**src/rtl/multicycle_control_if.sv**
```systemverilog
// Control <-> datapath bundle for the multicycle MIPS core.
// Handshake: mem_read/mem_write stay high while waiting; an access completes in any cycle where mem_ready=1.
interface multicycle_control_if;
    logic [5:0] opcode;
    logic       zero;
    logic       mem_ready;
    logic       pc_write;
    logic       pc_write_cond;
    logic       iord;
    logic       mem_read;
    logic       mem_write;
    logic       ir_write;
    logic       mem_to_reg;
    logic       reg_dst;
    logic       reg_write;
    logic       alu_src_a;
    logic [1:0] alu_src_b;
    logic [1:0] alu_op;
    logic [1:0] pc_source;
    logic [3:0] state;
    logic       illegal_op;
    logic       mem_error;

    modport master (
        input  opcode, zero, mem_ready,
        output pc_write, pc_write_cond, iord, mem_read, mem_write, ir_write,
               mem_to_reg, reg_dst, reg_write, alu_src_a, alu_src_b, alu_op,
               pc_source, state, illegal_op, mem_error
    );

    modport slave (
        output opcode, zero, mem_ready,
        input  pc_write, pc_write_cond, iord, mem_read, mem_write, ir_write,
               mem_to_reg, reg_dst, reg_write, alu_src_a, alu_src_b, alu_op,
               pc_source, state, illegal_op, mem_error
    );
endinterface

```
**src/rtl/multicycle_control.sv**
```systemverilog
// Moore control FSM for the multicycle MIPS datapath, with a watchdog
// that aborts memory states stuck waiting on mem_ready.
module multicycle_control #(
    parameter int TIMEOUT = 15,
    parameter int TO_W    = 4
) (
    input  logic                 clk,
    input  logic                 reset,
    multicycle_control_if.master bus
);
    localparam logic [3:0] S_FETCH  = 4'd0;
    localparam logic [3:0] S_DECODE = 4'd1;
    localparam logic [3:0] S_MEMADR = 4'd2;
    localparam logic [3:0] S_MEMRD  = 4'd3;
    localparam logic [3:0] S_MEMWB  = 4'd4;
    localparam logic [3:0] S_MEMWR  = 4'd5;
    localparam logic [3:0] S_EXEC   = 4'd6;
    localparam logic [3:0] S_ALUWB  = 4'd7;
    localparam logic [3:0] S_BRANCH = 4'd8;
    localparam logic [3:0] S_ADDIEX = 4'd9;
    localparam logic [3:0] S_ADDIWB = 4'd10;
    localparam logic [3:0] S_JUMP   = 4'd11;

    localparam logic [5:0] OP_RTYPE = 6'b000000;
    localparam logic [5:0] OP_LW    = 6'b100011;
    localparam logic [5:0] OP_SW    = 6'b101011;
    localparam logic [5:0] OP_BEQ   = 6'b000100;
    localparam logic [5:0] OP_J     = 6'b000010;
    localparam logic [5:0] OP_ADDI  = 6'b001000;

    localparam logic [TO_W-1:0] TO_VAL = TO_W'(TIMEOUT);

    logic [3:0]      state_q, state_d;
    logic [TO_W-1:0] wd_q, wd_d;
    logic            mem_state;
    logic            wd_abort;

    always_ff @(posedge clk or negedge reset) begin
        if (!reset) begin
            state_q <= S_FETCH;
            wd_q    <= '0;
        end else begin
            state_q <= state_d;
            wd_q    <= wd_d;
        end
    end

    always_comb begin
        mem_state = (state_q == S_FETCH) || (state_q == S_MEMRD) || (state_q == S_MEMWR);
        wd_abort  = mem_state && !bus.mem_ready && (wd_q == TO_VAL);
        // The counter only survives a cycle that stays in the same memory state.
        wd_d      = (mem_state && !bus.mem_ready && !wd_abort) ? wd_q + TO_W'(1) : '0;
    end

    always_comb begin
        state_d           = state_q;
        bus.pc_write      = 1'b0;
        bus.pc_write_cond = 1'b0;
        bus.iord          = 1'b0;
        bus.mem_read      = 1'b0;
        bus.mem_write     = 1'b0;
        bus.ir_write      = 1'b0;
        bus.mem_to_reg    = 1'b0;
        bus.reg_dst       = 1'b0;
        bus.reg_write     = 1'b0;
        bus.alu_src_a     = 1'b0;
        bus.alu_src_b     = 2'b00;
        bus.alu_op        = 2'b00;
        bus.pc_source     = 2'b00;
        bus.illegal_op    = 1'b0;
        bus.mem_error     = 1'b0;

        case (state_q)
            S_FETCH: begin
                bus.mem_read  = 1'b1;
                bus.alu_src_b = 2'b01;
                bus.ir_write  = bus.mem_ready;
                bus.pc_write  = bus.mem_ready;
                if (bus.mem_ready) state_d = S_DECODE;
            end
            S_DECODE: begin
                bus.alu_src_b = 2'b11;
                case (bus.opcode)
                    OP_RTYPE:     state_d = S_EXEC;
                    OP_LW, OP_SW: state_d = S_MEMADR;
                    OP_BEQ:       state_d = S_BRANCH;
                    OP_J:         state_d = S_JUMP;
                    OP_ADDI:      state_d = S_ADDIEX;
                    default: begin
                        state_d        = S_FETCH;
                        bus.illegal_op = 1'b1;
                    end
                endcase
            end
            S_MEMADR: begin
                bus.alu_src_a = 1'b1;
                bus.alu_src_b = 2'b10;
                state_d       = (bus.opcode == OP_LW) ? S_MEMRD : S_MEMWR;
            end
            S_MEMRD: begin
                bus.iord     = 1'b1;
                bus.mem_read = 1'b1;
                if (bus.mem_ready) state_d = S_MEMWB;
            end
            S_MEMWB: begin
                bus.mem_to_reg = 1'b1;
                bus.reg_write  = 1'b1;
                state_d        = S_FETCH;
            end
            S_MEMWR: begin
                bus.iord      = 1'b1;
                bus.mem_write = 1'b1;
                if (bus.mem_ready) state_d = S_FETCH;
            end
            S_EXEC: begin
                bus.alu_src_a = 1'b1;
                bus.alu_op    = 2'b10;
                state_d       = S_ALUWB;
            end
            S_ALUWB: begin
                bus.reg_dst   = 1'b1;
                bus.reg_write = 1'b1;
                state_d       = S_FETCH;
            end
            S_BRANCH: begin
                bus.alu_src_a     = 1'b1;
                bus.alu_op        = 2'b01;
                bus.pc_source     = 2'b01;
                bus.pc_write_cond = 1'b1;
                state_d           = S_FETCH;
            end
            S_ADDIEX: begin
                bus.alu_src_a = 1'b1;
                bus.alu_src_b = 2'b10;
                state_d       = S_ADDIWB;
            end
            S_ADDIWB: begin
                bus.reg_write = 1'b1;
                state_d       = S_FETCH;
            end
            S_JUMP: begin
                bus.pc_source = 2'b10;
                bus.pc_write  = 1'b1;
                state_d       = S_FETCH;
            end
            default: state_d = S_FETCH;
        endcase

        if (wd_abort) begin
            bus.mem_read  = 1'b0;
            bus.mem_write = 1'b0;
            bus.mem_error = 1'b1;
            state_d       = S_FETCH;
        end

        // Reset holds the datapath quiet even though FETCH would otherwise request memory.
        if (!reset) begin
            bus.pc_write      = 1'b0;
            bus.pc_write_cond = 1'b0;
            bus.mem_read      = 1'b0;
            bus.mem_write     = 1'b0;
            bus.ir_write      = 1'b0;
            bus.reg_write     = 1'b0;
            bus.iord          = 1'b0;
            bus.mem_to_reg    = 1'b0;
            bus.reg_dst       = 1'b0;
            bus.alu_src_a     = 1'b0;
            bus.alu_src_b     = 2'b00;
            bus.alu_op        = 2'b00;
            bus.pc_source     = 2'b00;
            bus.illegal_op    = 1'b0;
            bus.mem_error     = 1'b0;
        end
    end

    assign bus.state = state_q;
endmodule

```
**src/flat_wrapper.sv**
```systemverilog
// flat-port wrapper written by rule: the top's interface ports become plain ports
module multicycle_control_flat 
#(
    parameter int TIMEOUT = 15,
    parameter int TO_W    = 4
)
  (clk, reset, bus_opcode, bus_zero, bus_mem_ready, bus_pc_write, bus_pc_write_cond, bus_iord, bus_mem_read, bus_mem_write, bus_ir_write, bus_mem_to_reg, bus_reg_dst, bus_reg_write, bus_alu_src_a, bus_alu_src_b, bus_alu_op, bus_pc_source, bus_state, bus_illegal_op, bus_mem_error);
  multicycle_control_if bus_i ();
  input  logic clk;
  input  logic reset;
  input wire logic [$bits(bus_i.opcode)-1:0] bus_opcode;
  input wire logic [$bits(bus_i.zero)-1:0] bus_zero;
  input wire logic [$bits(bus_i.mem_ready)-1:0] bus_mem_ready;
  output wire logic [$bits(bus_i.pc_write)-1:0] bus_pc_write;
  output wire logic [$bits(bus_i.pc_write_cond)-1:0] bus_pc_write_cond;
  output wire logic [$bits(bus_i.iord)-1:0] bus_iord;
  output wire logic [$bits(bus_i.mem_read)-1:0] bus_mem_read;
  output wire logic [$bits(bus_i.mem_write)-1:0] bus_mem_write;
  output wire logic [$bits(bus_i.ir_write)-1:0] bus_ir_write;
  output wire logic [$bits(bus_i.mem_to_reg)-1:0] bus_mem_to_reg;
  output wire logic [$bits(bus_i.reg_dst)-1:0] bus_reg_dst;
  output wire logic [$bits(bus_i.reg_write)-1:0] bus_reg_write;
  output wire logic [$bits(bus_i.alu_src_a)-1:0] bus_alu_src_a;
  output wire logic [$bits(bus_i.alu_src_b)-1:0] bus_alu_src_b;
  output wire logic [$bits(bus_i.alu_op)-1:0] bus_alu_op;
  output wire logic [$bits(bus_i.pc_source)-1:0] bus_pc_source;
  output wire logic [$bits(bus_i.state)-1:0] bus_state;
  output wire logic [$bits(bus_i.illegal_op)-1:0] bus_illegal_op;
  output wire logic [$bits(bus_i.mem_error)-1:0] bus_mem_error;
  assign bus_i.opcode = bus_opcode;
  assign bus_i.zero = bus_zero;
  assign bus_i.mem_ready = bus_mem_ready;
  assign bus_pc_write = bus_i.pc_write;
  assign bus_pc_write_cond = bus_i.pc_write_cond;
  assign bus_iord = bus_i.iord;
  assign bus_mem_read = bus_i.mem_read;
  assign bus_mem_write = bus_i.mem_write;
  assign bus_ir_write = bus_i.ir_write;
  assign bus_mem_to_reg = bus_i.mem_to_reg;
  assign bus_reg_dst = bus_i.reg_dst;
  assign bus_reg_write = bus_i.reg_write;
  assign bus_alu_src_a = bus_i.alu_src_a;
  assign bus_alu_src_b = bus_i.alu_src_b;
  assign bus_alu_op = bus_i.alu_op;
  assign bus_pc_source = bus_i.pc_source;
  assign bus_state = bus_i.state;
  assign bus_illegal_op = bus_i.illegal_op;
  assign bus_mem_error = bus_i.mem_error;
  multicycle_control #(.TIMEOUT(TIMEOUT), .TO_W(TO_W)) u_core (.clk(clk), .reset(reset), .bus(bus_i));
endmodule
```
**config.mk**
```make
export PLATFORM = sky130hd
export DESIGN_NAME = multicycle_control_flat
export DESIGN_NICKNAME = d
export VERILOG_FILES = /design/src/rtl/multicycle_control_if.sv /design/src/rtl/multicycle_control.sv /design/src/flat_wrapper.sv
export SDC_FILE = /design/constraint.sdc
export NUM_CORES = 1
export LEC_CHECK = 0
export CORE_MARGIN = 2
export CORE_UTILIZATION = 45
export CTS_CLUSTER_DIAMETER = 150
export DETAILED_ROUTE_END_ITERATION = 8
export PLACE_DENSITY = 0.89
export SLEW_MARGIN = 20
export SYNTH_ARGS = -nofsm -noshare
export SYNTH_HDL_FRONTEND = slang
export SYNTH_SLANG_ARGS = --single-unit
```
**constraint.sdc**
```tcl
create_clock -name clk -period 3 [get_ports clk]
set_clock_uncertainty 0.1 [all_clocks]
set_input_delay 0.3 -clock clk [delete_from_list [all_inputs] [get_ports clk]]
set_output_delay 0.3 -clock clk [all_outputs]
set_load 0.02 [all_outputs]
```
==> impl_metrics.toml, run 1 <==
[outcome]
outcome = "complete, no violations"

[detailed_routing]
routed_wl_mm = 1.98
wl_per_cell_um = 13.9
ant_nets = 0
drtIter0Drc = 17
drc_errors = 0
viasPerCell = 5.81
first_pass_iters = 4
vias = 825

[yosys]
ys_types = 37
synth.ff_latch_count = 8
netlist_instances = 97
synth_top_family_by_area = "simple AND/OR/NAND/NOR gates"
synthXorXnorAreaFrac = 0.0676
syn_area_um2 = 777
synthSimpleGateAreaFrac = 0.391
synth.area.mux_share = 0
yosysSeqAreaShare = 0.258
yosysWarnings = 0
syn_nets = 108
synth_fa_ha_area_frac = 0.0161
avgSynthCellArea_um2 = 8.01
synth-compound-area-share = 0.182

[place]
portBuffers = 30
gp_congestion = 0.840
dp_cells = 139
dp_hpwl_mm = 1.52

[clocking]
clk_latency_ps = 260
tritoncts = "done"
cts_buffers = 3
cts.path.max_buffers = 2
h-tree-depth = 1
postCtsSetupRepairBufs = 0
hold_buffers = 0
post_cts_resized = 0
cts-root-buf = "clkbuf_4"
path_clk_slew_ps = 60
clock-sinks = 8

[timing]
fmax_mhz = 369
worstMarginPinSlew_ps = 503
hold_viol = 0
slew_violations = 0
setup_viol_count_final = 0
tns_ps = 0
finalCriticalPeriod_ps = 2710
finalCritPeriodShare = 0.904
rsz0062_at_grt = "no"
maxSlewHeadroom = 0.664

[cells_and_area]
fillers = 154
final_common_cell = "clkdlybuf4s50_1"
final_nets = 138
drive_above_1_share = 0.152
final_cell_mix = "clkdlybuf4s50_1, nor3_1, nor2_1"
area_growth_pct = 39.6
final_util = 0.649
instances_no_fill = 142
diodes = 0

[grt]
grt_remaining_overflow = 0
track_usage = 0.200
grt_max_degree = 17
grt_pass1_vias = 764
grt_pass1_wl_mm = 3.06
grt_antenna_before_repair = 0

[power_and_ir_drop]
p_clk_frac = 0.120
power_density_nw_per_um2 = 648
ir_drop_mv = 0.345
leakage_uw = 0.000420
comb_power_share = 0.599
swShare = 0.465
internal-power_uw = 376
seqPwrFrac = 0.281
power.switching_uw = 327

[flow_run]
maxCapViolations = 0

[setup_path]
critPathKind = "reg -> out"
worstSetupEndpointType = "output port"
required_ps = 2600
crit_fanout = 14
critPathArrivalTime_ps = 2310
start_kind = "flop"

[die]
die_h_um = 45.6
core_area_um2 = 1670
start_util = 0.465
placementRows = 15
die_w_um = 45.6
die_area_um2 = 2080
ios = 32

[min_path]
hold_path_class = "in -> async"
==> synthesized netlist by cell type (all sizes together) <==
| cell type | n | area share |
|---|---|---|
| a22oi | 1 | 0.016 |
| xor2 | 3 | 0.034 |
| nand2 | 8 | 0.042 |
| nor4b | 1 | 0.019 |
| inv | 4 | 0.019 |
| o211ai | 1 | 0.0097 |
| o221ai | 1 | 0.019 |
| a21boi | 2 | 0.019 |
| nand3 | 5 | 0.032 |
| nor2b | 1 | 0.0081 |
| nand2b | 6 | 0.068 |
| nor2 | 12 | 0.064 |
| buf | 7 | 0.066 |
| nor3b | 1 | 0.0097 |
| o311a | 1 | 0.013 |
| o21ai | 4 | 0.031 |
| xnor2 | 3 | 0.034 |
| nor4 | 2 | 0.024 |
| o31ai | 1 | 0.016 |
| and2 | 3 | 0.024 |
| dfrtp | 8 | 0.26 |
| a21bo | 1 | 0.013 |
| or2 | 1 | 0.0081 |
| ha | 1 | 0.016 |
| o22ai | 2 | 0.016 |
| nor3 | 12 | 0.077 |
| or3 | 1 | 0.014 |
| a31oi | 2 | 0.016 |
| a21oi | 2 | 0.013 |
==> path summary, 6_finish.rpt <==
path	cells after the start	startpoint	end	slack (ps)
setup / recovery	5	u_core.bus.state[0]$_DFFE_PN0P_	bus_mem_error	290
hold / removal	2	reset	u_core.wd_q[3]$_DFF_PN0_	320
setup reg to reg	4	u_core.bus.state[0]$_DFFE_PN0P_	u_core.bus.state[0]$_DFFE_PN0P_	1340
hold reg to reg	1	u_core.wd_q[0]$_DFF_PN0_	u_core.wd_q[0]$_DFF_PN0_	360
max in group asynchronous	2	reset	u_core.bus.state[1]$_DFFE_PN0P_	2310
min in group clk	1	u_core.wd_q[0]$_DFF_PN0_	u_core.wd_q[0]$_DFF_PN0_	360
==> cells by family (layout without fill, tap and decap cells) <==
kind of cell / Yosys count / after routing
buf+inv: 11 / 39
compound gates: 18 / 18
flops: 8 / 8
simple gates: 53 / 53
xor+xnor: 6 / 6
fa+ha+maj: 1 / 1
==> routing by layer <==
layer  track usage  up-vias  routed length, um
met1         0.217      385                804
met4         0.100        0                 39
met2         0.366       32               1050
li1              -      402                  -
met5             0        -                  0
met3        0.0357        6                 79
==> per-stage QoR <==
stage	cell area, um^2	power, uW	hold slack (ps)	setup WS (ps)
2_1_floorplan	777	479	-95.6	895
3_3_place_gp	1060	601	345	405
3_5_place_dp	1060	614	350	379
4_1_cts	1080	706	307	297
5_1_grt	1080	750	317	154
6_report	1080	703	324	288
==> registers in the layout, summed over array words and instances (netlist names) <==
signal            count
u_core.bus.state      4
u_core.wd_q           4
==> layout make-up <==
| cell class | count | area, um^2 | area share |
|---|---|---|---|
| Multi-Input combinational cell | 78 | 510 | 0.471 |
| Timing Repair Buffer | 32 | 315 | 0.291 |
| Sequential cell | 8 | 200 | 0.185 |
| Clock buffer | 3 | 22.5 | 0.0208 |
| Tap cell | 17 | 21.3 | 0.0196 |
| Inverter | 4 | 15.0 | 0.0138 |
==> power by group through the flow <==
stage               Clock, uW  Combinational (uW)  Sequential, uW
finish                   84.4                 421             198
global route             90.8                 455             204
CTS                      87.3                 423             196
detailed placement          0                 416             198
global placement            0                 406             195
floorplan                   0                 304             176
==> critical path, cell delays in order, from the launching register on <==
cell	delay, ps
dfrtp_1	650
nor4b_2	330
a22oi_2	120
nor2_2	210
and2_1	150
clkdlybuf4s50_1	590
(Power assumes the default switching activity.)
==> inputs of run 2 (changes only) <==
SETUP_SLACK_MARGIN = 0.02   (was default)
==> results of run 2 <==
Same layout as run 1: the final DEF is identical, and so are final timing and power.
